[config.mk]
export PLATFORM = sky130hd
export DESIGN_NAME = mulchan_rr_rd_arbiter_flat
export DESIGN_NICKNAME = d
export VERILOG_FILES = /design/src/rtl/mulchan_rr_rd_arbiter_if.sv /design/src/rtl/mulchan_rr_rd_arbiter.sv /design/src/flat_wrapper.sv
export SDC_FILE = /design/constraint.sdc
export NUM_CORES = 1
export LEC_CHECK = 0
export ABC_AREA = 1
export CORE_MARGIN = 3
export CORE_UTILIZATION = 40
export CTS_BUF_LIST = sky130_fd_sc_hd__clkbuf_8
export CTS_CLUSTER_SIZE = 40
export DETAILED_ROUTE_END_ITERATION = 12
export PLACE_DENSITY = 0.79
export SYNTH_ARGS = -nofsm -noshare
export SYNTH_HDL_FRONTEND = slang
export SYNTH_SLANG_ARGS = --single-unit
[constraint.sdc]
create_clock -name clk -period 1.4 [get_ports clk]
set_input_delay 0.21 -clock clk [delete_from_list [all_inputs] [get_ports clk]]
set_output_delay 0.21 -clock clk [all_outputs]
set_load 0.005 [all_outputs]
[src/rtl/mulchan_rr_rd_arbiter_if.sv]
// Handshake bundle between the per-channel read controllers, the round-robin read arbiter
// and the AXI read master.
interface mulchan_rr_rd_arbiter_if #(
  parameter int CH_NUM = 4,
  parameter int ADDR_W = 30
);
  localparam int CH_W = (CH_NUM > 1) ? $clog2(CH_NUM) : 1;

  logic [CH_NUM-1:0]        rd_req;
  logic [CH_NUM*ADDR_W-1:0] rd_addr;
  logic                     rd_done;
  logic [CH_NUM-1:0]        rd_grant;
  logic [CH_W-1:0]          grant_ch;
  logic                     axi_rd_start;
  logic [ADDR_W-1:0]        axi_rd_addr;
  logic                     busy;
  logic                     timeout_err;

  modport master (
    input  rd_req, rd_addr, rd_done,
    output rd_grant, grant_ch, axi_rd_start, axi_rd_addr, busy, timeout_err
  );

  modport slave (
    output rd_req, rd_addr, rd_done,
    input  rd_grant, grant_ch, axi_rd_start, axi_rd_addr, busy, timeout_err
  );
endinterface

[src/rtl/mulchan_rr_rd_arbiter.sv]
// N-channel round-robin read arbiter: one grant at a time, one start pulse per grant,
// released by rd_done or by the watchdog.
module mulchan_rr_rd_arbiter #(
  parameter int CH_NUM      = 4,
  parameter int ADDR_W      = 30,
  parameter int TIMEOUT_CYC = 4096
) (
  input logic                     clk,
  input logic                     rst_n,
  mulchan_rr_rd_arbiter_if.master bus
);
  localparam int CH_W  = (CH_NUM > 1) ? $clog2(CH_NUM) : 1;
  localparam int TMO_W = (TIMEOUT_CYC > 1) ? $clog2(TIMEOUT_CYC) : 1;
  localparam bit TmoEn = (TIMEOUT_CYC > 0);
  localparam logic [TMO_W-1:0] TmoLast = TMO_W'((TIMEOUT_CYC > 0) ? TIMEOUT_CYC - 1 : 0);

  typedef enum logic [0:0] {StIdle, StBusy} state_e;

  state_e              state_q;
  logic [CH_NUM-1:0]   rd_grant_q;
  logic [CH_W-1:0]     grant_ch_q;
  logic                axi_rd_start_q;
  logic [ADDR_W-1:0]   axi_rd_addr_q;
  logic                busy_q;
  logic                timeout_err_q;
  logic [TMO_W-1:0]    tmo_cnt_q;

  logic [CH_NUM-1:0]   hi_mask;
  logic [CH_NUM-1:0]   req_hi;
  logic [CH_NUM-1:0]   pick;
  logic [CH_NUM-1:0]   win_oh;
  logic [CH_W-1:0]     win_ch;
  logic [ADDR_W-1:0]   win_addr;
  logic                tmo_hit;
  logic                ch_bad;

  // grant_ch_q doubles as the last-served pointer: it only changes at a grant and is
  // never cleared on release, so it always holds the channel last served.
  always_comb begin
    hi_mask  = '0;
    win_oh   = '0;
    win_ch   = '0;
    win_addr = '0;
    for (int i = 0; i < CH_NUM; i++) begin
      hi_mask[i] = (i > int'(grant_ch_q));
    end
    req_hi = bus.rd_req & hi_mask;
    pick   = (|req_hi) ? req_hi : bus.rd_req;
    // Descending scan so the lowest set bit of pick is the one left standing.
    for (int i = CH_NUM - 1; i >= 0; i--) begin
      if (pick[i]) begin
        win_oh    = '0;
        win_oh[i] = 1'b1;
        win_ch    = CH_W'(i);
        win_addr  = bus.rd_addr[i*ADDR_W +: ADDR_W];
      end
    end
  end

  assign tmo_hit = TmoEn && (tmo_cnt_q == TmoLast);
  assign ch_bad  = (int'(grant_ch_q) >= CH_NUM);

  always_ff @(posedge clk or negedge rst_n) begin
    if (!rst_n) begin
      state_q        <= StIdle;
      rd_grant_q     <= '0;
      grant_ch_q     <= CH_W'(CH_NUM - 1);
      axi_rd_start_q <= 1'b0;
      axi_rd_addr_q  <= '0;
      busy_q         <= 1'b0;
      timeout_err_q  <= 1'b0;
      tmo_cnt_q      <= '0;
    end else begin
      axi_rd_start_q <= 1'b0;
      timeout_err_q  <= 1'b0;
      unique case (state_q)
        StIdle: begin
          if (|bus.rd_req) begin
            state_q        <= StBusy;
            rd_grant_q     <= win_oh;
            grant_ch_q     <= win_ch;
            axi_rd_addr_q  <= win_addr;
            axi_rd_start_q <= 1'b1;
            busy_q         <= 1'b1;
            tmo_cnt_q      <= '0;
          end
        end
        StBusy: begin
          if (ch_bad || bus.rd_done || tmo_hit) begin
            state_q       <= StIdle;
            rd_grant_q    <= '0;
            busy_q        <= 1'b0;
            // rd_done takes precedence over a coincident watchdog expiry.
            timeout_err_q <= tmo_hit && !bus.rd_done && !ch_bad;
          end else begin
            tmo_cnt_q <= tmo_cnt_q + 1'b1;
          end
        end
        default: begin
          state_q    <= StIdle;
          rd_grant_q <= '0;
          busy_q     <= 1'b0;
        end
      endcase
    end
  end

  assign bus.rd_grant     = rd_grant_q;
  assign bus.grant_ch     = grant_ch_q;
  assign bus.axi_rd_start = axi_rd_start_q;
  assign bus.axi_rd_addr  = axi_rd_addr_q;
  assign bus.busy         = busy_q;
  assign bus.timeout_err  = timeout_err_q;
endmodule

[src/flat_wrapper.sv]
// flat-port wrapper written by rule: the top's interface ports become plain ports
module mulchan_rr_rd_arbiter_flat 
#(
  parameter int CH_NUM      = 4,
  parameter int ADDR_W      = 30,
  parameter int TIMEOUT_CYC = 4096
)
  (clk, rst_n, bus_rd_req, bus_rd_addr, bus_rd_done, bus_rd_grant, bus_grant_ch, bus_axi_rd_start, bus_axi_rd_addr, bus_busy, bus_timeout_err);
  mulchan_rr_rd_arbiter_if #(.CH_NUM(CH_NUM), .ADDR_W(ADDR_W)) bus_i ();
  input logic clk;
  input logic rst_n;
  input wire logic [$bits(bus_i.rd_req)-1:0] bus_rd_req;
  input wire logic [$bits(bus_i.rd_addr)-1:0] bus_rd_addr;
  input wire logic [$bits(bus_i.rd_done)-1:0] bus_rd_done;
  output wire logic [$bits(bus_i.rd_grant)-1:0] bus_rd_grant;
  output wire logic [$bits(bus_i.grant_ch)-1:0] bus_grant_ch;
  output wire logic [$bits(bus_i.axi_rd_start)-1:0] bus_axi_rd_start;
  output wire logic [$bits(bus_i.axi_rd_addr)-1:0] bus_axi_rd_addr;
  output wire logic [$bits(bus_i.busy)-1:0] bus_busy;
  output wire logic [$bits(bus_i.timeout_err)-1:0] bus_timeout_err;
  assign bus_i.rd_req = bus_rd_req;
  assign bus_i.rd_addr = bus_rd_addr;
  assign bus_i.rd_done = bus_rd_done;
  assign bus_rd_grant = bus_i.rd_grant;
  assign bus_grant_ch = bus_i.grant_ch;
  assign bus_axi_rd_start = bus_i.axi_rd_start;
  assign bus_axi_rd_addr = bus_i.axi_rd_addr;
  assign bus_busy = bus_i.busy;
  assign bus_timeout_err = bus_i.timeout_err;
  mulchan_rr_rd_arbiter #(.CH_NUM(CH_NUM), .ADDR_W(ADDR_W), .TIMEOUT_CYC(TIMEOUT_CYC)) u_core (.clk(clk), .rst_n(rst_n), .bus(bus_i));
endmodule
After elaboration in Yosys (flattened, before gate mapping)
Cells that the tools add are included.
- word-level logic and storage cells: 54
- register bits: 52
- equal/unequal tests: 4
- $lt $le $gt $ge: 3
- bitwise operators: 2
- multiplexer cells: 28
- reduce and logical (&&, ||, !) cells: 8
- add/sub/neg operators: 1
- operators with widths (cell ; number):
    2-to-1 mux 30 bit ; 4
    2-to-1 mux 4 bit ; 7
    2-to-1 mux 12 bit ; 2
    one-hot mux 12 bit (2 select lines) ; 1
    adder 12 x 1 -> 12 bit (second input constant) ; 1
    == test 12 bit (second input constant) ; 1
    2-to-1 mux 2 bit ; 4
    one-hot mux 4 bit (2 select lines) ; 1
    OR reduction 4 bit ; 2
    2-to-1 mux 1 bit ; 7
    AND reduction 2 bit ; 3
    bitwise AND 4 bit ; 1
    > comparator 2 bit (first input constant) ; 2
    inequality test 2 bit (second input constant) ; 2
    one-hot mux 1 bit (2 select lines) ; 2
    > comparator 1 x 2 -> 1 bit (first input constant) ; 1
    inequality test 2 x 1 -> 1 bit (second input constant) ; 1
    logical AND 1 bit ; 1
    logical NOT 1 bit ; 1
    logical OR 1 bit ; 1
    inverter 1 bit ; 1

Longest topological paths before layout
Gate-level depths: netlist (run 1).
- depth in word-level cells: 10
- mapped depth: 11
- mapped depth without buffers: 9

Least setup slack after synthesis (run 1)
Ideal clock, no wire load.
- kind: register -> register
- start: register u_core.grant_ch_q[1] (netlist: u_core.bus.grant_ch[1])
- end: register u_core.axi_rd_addr_q[19] (netlist: u_core.bus.axi_rd_addr[19])
- library setup time: 117 ps
- path buffers: 1
- clock period less this slack: 1427 ps
- data required time: 1283 ps
- slack: -27 ps
- cell stages (with the launch flop): 9
- data arrival time: 1310 ps
- cell sequence: dfstp_2 inv_2 nand2_1 nand2_2 o21ai_1 nor2_2 buf_2 nand3_1 nand2_1
- longest elaborated chain between the ends: 8
- RTL lines (item ; line ; RTL):
    start: declaration ; mulchan_rr_rd_arbiter.sv:21 ; logic [CH_W-1:0] grant_ch_q;
    start signal: assignment ; mulchan_rr_rd_arbiter.sv:67 ; grant_ch_q <= CH_W'(CH_NUM - 1);
    start signal: assignment ; mulchan_rr_rd_arbiter.sv:81 ; grant_ch_q <= win_ch;
    > comparator 1 x 2 -> 1 bit / > comparator 2 bit (equally long branches) ; mulchan_rr_rd_arbiter.sv:45 ; hi_mask[i] = (i > int'(grant_ch_q));
    bitwise AND 4 bit (*) ; mulchan_rr_rd_arbiter.sv:47 ; req_hi = bus.rd_req & hi_mask;
    OR reduction 4 bit ; mulchan_rr_rd_arbiter.sv:48 ; pick = (|req_hi) ? req_hi : bus.rd_req;
    2-to-1 mux 4 bit (*) ; mulchan_rr_rd_arbiter.sv:48 ;
    2-to-1 mux 30 bit (3 in a row) ; mulchan_rr_rd_arbiter.sv:51 ; if (pick[i]) begin
    2-to-1 mux 30 bit (*) ; mulchan_rr_rd_arbiter.sv:51 ;
    end signal: assignment ; mulchan_rr_rd_arbiter.sv:82 ; axi_rd_addr_q <= win_addr;
    end: declaration ; mulchan_rr_rd_arbiter.sv:23 ; logic [ADDR_W-1:0] axi_rd_addr_q;
Mark *: on every way between the ends. The rest lies on a longest branch, timed or not.
A chain may end at the register's enable or synchronous reset.

Final worst setup path (run 1)
- start: register u_core.grant_ch_q[1] (netlist: u_core.bus.grant_ch[1])
- end: register u_core.axi_rd_addr_q[12] (netlist: u_core.bus.axi_rd_addr[12])
The elaborated chain is that of the path after synthesis.

==> flow_summary_export.csv, run 1 <==
group,metric,value,unit
synth,yosys-top-cells-area,"dfrtp_1 33%, nand2_1 24%, nand3_1 13%, inv_1 9.9%, nand4_1 5.0%",
cts,clk_pin_slew,0.10,ns
detailed_routing,first_iter_violations,332,
cells_and_area,finalCoreUtilization,72.1,%
sta,whs,0.417,ns
synth,ys_warn_count,0,
global_route,grt_pass1_vias,4834,
detailed_routing,vias,5021,
place,placed_area,5990,µm²
floorplan,io_pins,166,
sta,min_period,1.67,ns
cells_and_area,area_growth,74.2,%
synth,synth-seq-cells,52,
floorplan,die-height,104,µm
place,place.gp.congestion,0.954,
synth,synth_cell_type_count,26,
detailed_routing,drt-wirelength-per-cell,15.9,µm
global_route,grt_first_pass_wirelength,22.9,mm
sta,post-route-period-util,119,%
place,dp_hpwl,10.6,mm
sta,rsz0062_at_grt,"true",
cells_and_area,nNetsFinal,976,
critical_path,regToRegSetupSlack,-0.27,ns
critical_path,ff2ff_path_depth,11,
cells_and_area,layoutNonFillerInstCount,979,
run_status,status,"complete, but fails checks",
cts,cts_root_buf,"clkbuf_8",
place,pre_cts_ws,-0.447,ns
pwr,p_leak,3.64,nW
synth,synth_top_area_share,32.6,%
detailed_routing,first_pass_iters,5,
synth,synthesis.area,3840,µm²
critical_path,crit_type,"flop to flop",
floorplan,core,9280,µm²
critical_path,r2r-end,"u_core.bus.axi_rd_addr[12]",
critical_path,max_stage_delay,0.57,ns
cts,worstSkewPairLatency,0.32,ns
global_route,grt_max_degree,53,
synth,syn_inst,627,
global_route,antenna_found_initial,1,
place,numPortBuffers,165,
cells_and_area,drive_gt1_share,19.4,%
critical_path,worstPathMaxFanout,7,
synth,avgSynthCellArea,6.13,µm²
pwr,p_per_area,1440,nW/µm²
sta,hold_viol_final,0,
synth,ys_seq_area_share,33.9,%
floorplan,die-width,104,µm
cts,cts.sink_count,52,
cts,cts_tree,"yes",
critical_path,start_kind,"flop",
critical_path,timing.rr.start,"u_core.bus.grant_ch[1]",
cts,htree_levels,2,
critical_path,cp_num_buf_inv,4,
sta,slew_violations,0,
critical_path,path_cells,"buf_12, nand2_4, nand2_4, nand2_4, nor2_4, buf_12, buf_12, nand3_1, nand2_1, inv_1, nand2_1",
synth,ys.flop_type,"dfrtp_1",
synth,synth-async-reset-ratio,100,%
sta,skew,0.0117,ns
hold_path,hold_class,"input port to asynchronous set/reset pin",
sta,layout_setup_ws,-0.269,ns
sta,relSlewSlack,72.9,%
pwr,ir_drop,0.791,mV
cts,cts_buffers,5,
detailed_routing,wl,15.6,mm
sta,finalSetupViolCount,41,
synth,syn-num-nets,755,
critical_path,end_kind,"flop",
critical_path,crit_slowest_cell,"dfstp_2",
floorplan,rows,35,
cells_and_area,fin_area,6700,µm²
run_status,violations,"setup timing",
sta,fin_setup_tns,-8.08,ns
critical_path,crit_family,"simple AND/OR/NAND/NOR gates",
detailed_routing,postRouteAntennaNets,0,
detailed_routing,drc_errors,0,
synth,synth_edf_count,0,
critical_path,cp.required,1.66,ns
global_route,grt_overflow,0,
critical_path,worstPathArrival,1.93,ns
sta,tightest_slew,0.406,ns
place,dp_cells,941,
pwr,total_power,9.65,mW
synth,synth.largest_area_cell,"dfrtp_1",
sta,fmax,599,MHz
run,drv_cap,0,
floorplan,start_util,41.4,%
global_route,globalRouteTotalUtil,25.7,%
floorplan,dieArea,10800,µm²
detailed_routing,viasPerCell,5.13,
cts,clk_path_buf_depth,2,
==> metal layers <==
layer / vias up / GRT usage (%) / share of wire, %
li1: 2384 / - / -
met1: 2298 / 31.7 / 38
met2: 286 / 44.9 / 50
met3: 53 / 4.97 / 8.8
met4: 0 / 8.74 / 3.4
met5: - / 0 / 0
==> flip-flops by register name (all words and copies together) (netlist names) <==
register and count:
u_core.state_q 1, u_core.bus.axi_rd_start 1, u_core.bus.axi_rd_addr 30, u_core.bus.timeout_err 1
u_core.bus.busy 1, u_core.tmo_cnt_q 12, u_core.bus.rd_grant 4, u_core.bus.grant_ch 2
==> tightest hold or removal path, cell delays in order <==
cell and delay [ns]:
dlygate4sd3_1 0.52, buf_2 0.12, buf_12 0.27
==> cells in the final DEF (no fill, tap or decap), types with 2 or more instances in the layout <==
cell / count
nand2_1: 225
clkdlybuf4s50_1: 124
inv_1: 102
nand3_1: 86
buf_4: 60
dfrtp_1: 50
nand4_1: 31
dlygate4sd2_1: 28
nand3_2: 16
nand2_2: 13
nor2_1: 12
nand2_4: 12
buf_6: 10
dlymetal6s2s_1: 10
buf_12: 10
nor2_2: 6
o21ai_2: 6
nor2_4: 5
o21ai_1: 5
clkbuf_8: 5
inv_2: 4
clkbuf_16: 4
nand3_4: 3
xor2_1: 3
o21ai_0: 3
buf_2: 3
nor3_1: 2
dfstp_2: 2
==> cell type report <==
cell class	instances	area, µm²
multi-input cells	433	2240
flip-flops and latches	52	1300
fillers	754	2590
clock inverters	3	20.0
clock buffers	5	68.8
well taps	129	161
repair buffers	250	2500
inverters	106	400
diodes	1	2.50
==> report_power, final <==
| part | leakage, nW | total [mW] | switching (mW) | internal [mW] |
|---|---|---|---|---|
| Combinational | 2.94 | 6.25 | 3.29 | 2.96 |
| Sequential | 0.660 | 2.49 | 0.396 | 2.10 |
| Clock | 0.0455 | 0.908 | 0.557 | 0.351 |
==> worst max-delay path by stage <==
| stage | startpoint | endpoint | slack [ns] | cells past startpoint |
|---|---|---|---|---|
| 2_1_floorplan | u_core.tmo_cnt_q[0] | u_core.tmo_cnt_q[8] | 0.003 | 8 |
| 3_3_place_gp | bus_rd_req[2] | u_core.bus.axi_rd_addr[16] | -0.40 | 11 |
| 3_5_place_dp | bus_rd_req[3] | u_core.bus.axi_rd_addr[13] | -0.45 | 8 |
| 4_1_cts | u_core.bus.grant_ch[1] | u_core.bus.axi_rd_addr[5] | -0.19 | 10 |
| 5_1_grt | u_core.bus.grant_ch[1] | u_core.bus.axi_rd_addr[12] | -0.34 | 11 |
| 6_report | u_core.bus.grant_ch[1] | u_core.bus.axi_rd_addr[12] | -0.27 | 11 |
==> kinds of logic after synthesis <==
kind of cell | count (synthesis) | synth area share (%)
flops | 52 | 33.9
compound gates | 18 | 2.77
simple gates | 411 | 47.0
xor+xnor | 3 | 0.684
fa+ha+maj | 1 | 0.325
buf+inv | 142 | 15.3
==> timing repair <==
item | in CTS | in global routing
hold buffers | 1 | 0
setup endpoints to repair | 80 | 61
hold endpoints to repair | 50 | 0
gates resized for setup | 54 | 73
gates cloned | 0 | 6
buffers inserted | 14 | 11
pin swaps | 7 | 35
==> cells in the mapped netlist, drive strengths merged, types with 2 or more instances <==
library cell	number
o21ai	15
clkbuf	8
dfrtp	50
nor3	2
xor2	3
inv	106
nand2	250
nand4	31
nand3	105
dfstp	2
nor2	23
buf	28
Power figures use the tool's default switching activity.
==> inputs of run 2 (changes only) <==
- CORE_ASPECT_RATIO: unset -> 0.8
- SLEW_MARGIN: unset -> 20
==> run 2 against run 1 <==
  * Clock-buffer cell count unchanged
  * The flow finishes with violations (DRC, setup timing)
  * Sequential power up 2%
  * Sequential share of layout area down 0.61 points
  * Via count up 6.0%
  * Register-to-register slack worse by 0.03 ns
  * Clock skew up 0.00068 ns
  * Final cell count down 1.2%
==> flow_summary_export.csv, run 2 (synthesis gave the netlist of run 1 again) <==
group,metric,value,unit
run_status,status,"complete, but fails checks",
run_status,violations,"DRC, setup timing",
cts,cts_buffers,5,
pwr,p_int,5.79,mW
cells_and_area,nNetsFinal,978,
sta,finalSetupViolCount,48,
pwr,p_seq_share,24.3,%
floorplan,die-height,93.7,µm
detailed_routing,drt-wirelength-per-cell,18.3,µm
detailed_routing,vias,5322,
pwr,p_leak,3.74,nW
critical_path,crit_type,"flop to flop",
cells_and_area,filler_cell_count,636,
place,dp_hpwl,10.4,mm
detailed_routing,first_pass_iters,9,
detailed_routing,viasPerCell,5.50,
hold_path,hold_class,"input port to flop",
global_route,antenna_found_initial,1,
cells_and_area,finalCoreUtilization,75.3,%
critical_path,worstPathMaxFanout,6,
sta,whs,0.377,ns
place,pre_cts_ws,-0.422,ns
sta,fin_setup_tns,-10.06,ns
critical_path,start_kind,"flop",
critical_path,timing.rr.start,"u_core.bus.grant_ch[1]",
place,dp_cells,920,
global_route,grt_max_degree,53,
cells_and_area,layout_common_cells,"225 x nand2_1, 125 x clkdlybuf4s50_1, 98 x inv_1",
sta,skew,0.0123,ns
cts,htree_levels,2,
cells_and_area,multi_input_area,2350,µm²
cells_and_area,area_growth,80.0,%
pwr,clockPowerShare,9.1,%
cts,clk_path_buf_depth,2,
detailed_routing,wl,17.7,mm
global_route,grt_pass1_vias,4945,
floorplan,rows,31,
critical_path,startpoint,"u_core.bus.grant_ch[1]",
sta,hold_viol_final,0,
cts,clk_pin_slew,0.11,ns
cells_and_area,layout_commonest_cell,"nand2_1",
critical_path,end_kind,"flop",
pwr,ir_drop,0.737,mV
cts,cts_tree,"yes",
sta,rsz0062_at_grt,"true",
floorplan,core,9190,µm²
critical_path,worstPathArrival,1.97,ns
sta,post-route-period-util,121,%
floorplan,start_util,41.8,%
critical_path,cp.required,1.67,ns
floorplan,io_pins,166,
sta,relSlewSlack,74.4,%
cts,cts.sink_count,52,
hold_path,hp-start,"bus_rd_req[3]",
run,drv_cap,0,
cells_and_area,layoutNonFillerInstCount,967,
sta,tightest_slew,0.384,ns
place,placed_area,5920,µm²
pwr,p_per_area,1510,nW/µm²
place,place.gp.congestion,0.897,
sta,layout_setup_ws,-0.299,ns
detailed_routing,first_iter_violations,593,
global_route,globalRouteTotalUtil,27.8,%
sta,fmax,589,MHz
floorplan,dieArea,10800,µm²
sta,min_period,1.70,ns
place,numPortBuffers,165,
cells_and_area,regArea,1310,µm²
pwr,sw_frac_of_total,44.7,%
cts,worstSkewPairLatency,0.32,ns
pwr,total_power,10.5,mW
cells_and_area,fin_area,6920,µm²
global_route,grt_first_pass_wirelength,23.6,mm
pwr,combPwrFrac,66.7,%
detailed_routing,drc_errors,2,
floorplan,die-width,116,µm
cells_and_area,drive_gt1_share,21.4,%
detailed_routing,postRouteAntennaNets,0,
sta,slew_violations,0,
pwr,p_sw,4.68,mW
global_route,grt_overflow,0,
cts,cts_root_buf,"clkbuf_8",
cells_and_area,largest_reg_flops,30,
run 2: critical path: stages (launching register included):
cell     delay (ns)
dfstp_2        0.61
buf_6          0.13
nor2_4         0.04
nand2_4        0.09
nand2_4        0.08
nor2_4         0.16
buf_12         0.16
buf_12         0.13
nand3_2        0.07
nand2_1        0.09
inv_1          0.04
nand2_1        0.06
run 2: power by group through the flow:
stage / Combinational, mW / Sequential (mW) / Clock [mW]
finish: 6.98 / 2.54 / 0.949
global route: 7.43 / 2.59 / 1.02
CTS: 5.90 / 2.50 / 0.939
detailed placement: 5.26 / 2.52 / 0
global placement: 5.11 / 2.52 / 0
floorplan: 2.51 / 2.50 / 0
run 2: final cells by class:
| cell class | count | area share (%) |
|---|---|---|
| Clock inverter | 3 | 0.380 |
| Sequential cell | 52 | 18.9 |
| Multi-Input combinational cell | 434 | 34.0 |
| Antenna cell | 1 | 0.0362 |
| Tap cell | 115 | 2.08 |
| Clock buffer | 5 | 0.995 |
| Inverter | 106 | 5.97 |
| Timing Repair Buffer | 251 | 37.6 |
run 2: metal layers:
metal	vias to the layer above	wire length, µm	track usage (%)
li1	2388	-	-
met1	2437	6740	36.8
met2	416	8320	46.0
met3	81	1830	4.51
met4	0	799	9.58
met5	-	0	0
run 2: worst paths after layout:
kind / end / slack [ns] / cells past startpoint
worst min register to register: u_core.tmo_cnt_q[10] / 0.56 / 2
worst max-delay path: u_core.bus.axi_rd_addr[5] / -0.30 / 11
min in group asynchronous: u_core.bus.axi_rd_addr[11] / 0.39 / 3
max in group asynchronous: u_core.bus.grant_ch[1] / 0.69 / 3
worst max register to register: u_core.bus.axi_rd_addr[5] / -0.30 / 11
worst min-delay path: u_core.bus.grant_ch[1] / 0.38 / 3
run 2: what timing repair did:
item                                   CTS  global route
endpoints found under the hold margin   50             0
cloned                                   5             7
pin swaps                               14            21
setup endpoints to repair               79            61
setup buffers                           14            19
hold buffers                             1             0
gates resized for setup                 94            78
==> inputs of run 3 (changes only) <==
- CORE_MARGIN: 3 -> 5
- CORE_UTILIZATION: 40 -> 35
- MAX_ROUTING_LAYER: unset -> met4
- PLACE_DENSITY: 0.79 -> 0.7
==> run 3 against run 2 <==
  * The run ends with setup timing left
  * Power shrank 7.1%
  * Critical path depth unchanged
  * Clock power is 11% higher
  * Combinational power shrank 11%
  * Routed wire length is 12% lower
  * Die area up 22%
  * Clock skew decreased by 0.0046 ns
  * Setup slack gained 0.059 ns
  * Final cell count is 1.4% higher
  * Clock-buffer cell count stayed put
  * Via count down 8.9%
  * Critical path type unchanged
==> flow_summary_export.csv, run 3 (synthesis gave the netlist of run 1 again) <==
group,metric,value,unit
sta,finalSetupViolCount,35,
sta,relSlewSlack,75.5,%
floorplan,io_pins,166,
sta,fmax,610,MHz
critical_path,crit_type,"flop to flop",
critical_path,crit_family,"simple AND/OR/NAND/NOR gates",
cts,cts_buffers,5,
detailed_routing,postRouteAntennaNets,0,
place,placed_area,5980,µm²
global_route,antenna_found_initial,1,
pwr,total_power,9.73,mW
global_route,grt_pass1_vias,4785,
run_status,violations,"setup timing",
floorplan,dieArea,13200,µm²
cells_and_area,drive_gt1_share,17.2,%
cts,clk_path_buf_depth,2,
sta,slew_violations,0,
detailed_routing,wl,15.6,mm
detailed_routing,vias,4849,
critical_path,worstPathArrival,1.89,ns
global_route,globalRouteTotalUtil,22.2,%
global_route,grt_max_degree,53,
floorplan,die-height,104,µm
cts,clk_pin_slew,0.10,ns
place,dp_hpwl,11.0,mm
critical_path,cp_num_buf_inv,4,
detailed_routing,first_pass_iters,5,
critical_path,ff2ff_path_depth,11,
floorplan,core,10800,µm²
cells_and_area,nNetsFinal,962,
pwr,p_leak,3.60,nW
critical_path,cp.required,1.65,ns
cts,cts.sink_count,52,
sta,skew,0.00770,ns
critical_path,worstPathMaxFanout,6,
cells_and_area,fin_area,6620,µm²
cts,worstSkewPairLatency,0.31,ns
floorplan,start_util,35.6,%
cells_and_area,area_growth,72.3,%
cts,cts_tree,"yes",
critical_path,end_kind,"flop",
critical_path,start_kind,"flop",
critical_path,crit_top_cell,"nand2_4",
place,numPortBuffers,165,
place,place.gp.congestion,0.908,
cells_and_area,largest_reg_flops,30,
sta,min_period,1.64,ns
cells_and_area,layout_common_cells,"232 x nand2_1, 124 x clkdlybuf4s50_1, 102 x inv_1",
global_route,grt_overflow,0,
floorplan,die-width,127,µm
floorplan,rows,34,
run_status,status,"complete, but fails checks",
detailed_routing,drc_errors,0,
sta,layout_setup_ws,-0.239,ns
detailed_routing,viasPerCell,4.94,
sta,post-route-period-util,117,%
critical_path,crit_slowest_cell,"dfstp_2",
pwr,p_per_area,1470,nW/µm²
cts,cts_root_buf,"clkbuf_8",
sta,rsz0062_at_grt,"true",
sta,tightest_slew,0.367,ns
global_route,grt_first_pass_wirelength,23.3,mm
cells_and_area,filler_cell_count,1017,
sta,hold_viol_final,0,
critical_path,path_cells,"buf_6, nand2_4, nand2_4, nand2_4, nor2_4, buf_12, clkbuf_16, nand3_1, nand2_1, inv_1, nand2_1",
run,drv_cap,0,
detailed_routing,drt-wirelength-per-cell,15.9,µm
detailed_routing,first_iter_violations,303,
cts,htree_levels,2,
cells_and_area,layout_commonest_cell,"nand2_1",
hold_path,hold_class,"input port to asynchronous set/reset pin",
critical_path,critical_path_depth,11,
critical_path,max_stage_delay,0.55,ns
pwr,ir_drop,0.813,mV
[run 3: cell type report]
cell class	instances	area [µm²]	area share [%]
antenna	2	5.00	0.0756
multi-input combinational	433	2210	33.3
clock inverter	3	38.8	0.586
tap	144	180	2.72
inverter	106	400	6.05
timing repair buffer	236	2420	36.5
sequential	52	1300	19.7
clock buffer	5	68.8	1.04
[run 3: final timing paths]
path	startpoint	endpoint	slack [ns]
worst max register to register	u_core.bus.grant_ch[0]	u_core.bus.axi_rd_addr[25]	-0.24
min in group clk	u_core.bus.busy	u_core.bus.busy	0.48
worst min register to register	u_core.bus.busy	u_core.bus.busy	0.48
worst min-delay path	rst_n	u_core.tmo_cnt_q[8]	0.42
max in group asynchronous	rst_n	u_core.bus.grant_ch[0]	0.68
worst max-delay path	u_core.bus.grant_ch[0]	u_core.bus.axi_rd_addr[25]	-0.24
[run 3: where the power goes]
part,switching [mW],total (mW),internal (mW)
clock,0.522,1.05,0.525
sequential,0.346,2.44,2.10
combinational,3.24,6.24,3.00
total,4.11,9.73,5.62
[run 3: what timing repair did]
action / in CTS / in global routing
setup buffers: 13 / 7
gates cloned: 2 / 3
setup endpoints to repair: 71 / 61
hold buffers: 1 / 0
hold endpoints to repair: 50 / 0
gates resized for setup: 59 / 61
pin swaps: 10 / 15
[run 3: routing by layer]
layer,track usage (%),wire length (µm),part of all wire [%]
met1,29.0,6580,42
met2,36.1,7360,47
met3,4.22,1400,9.0
met4,4.06,233,1.5
met5,-,0,0
[run 3: stage by stage]
step           hold slack [ns]  util (%)  setup TNS (ns)  setup slack (ns)  instances
3_3_place_gp             0.229      55.4          -12.89            -0.346        949
4_1_cts                  0.426      58.5           -5.30            -0.191        972
5_1_grt                  0.462      61.3           -9.05            -0.290        980
3_5_place_dp             0.230      55.4          -15.97            -0.419        949
2_1_floorplan          -0.0856         -               0           0.00328        627
6_report                 0.417      61.3           -6.65            -0.239        981
[run 3: worst reg2reg max path: stages (launching register included)]
cell,delay [ns]
dfstp_2,0.55
buf_6,0.12
nand2_4,0.06
nand2_4,0.08
nand2_4,0.08
nor2_4,0.15
buf_12,0.14
clkbuf_16,0.15
nand3_1,0.07
nand2_1,0.09
inv_1,0.04
nand2_1,0.05
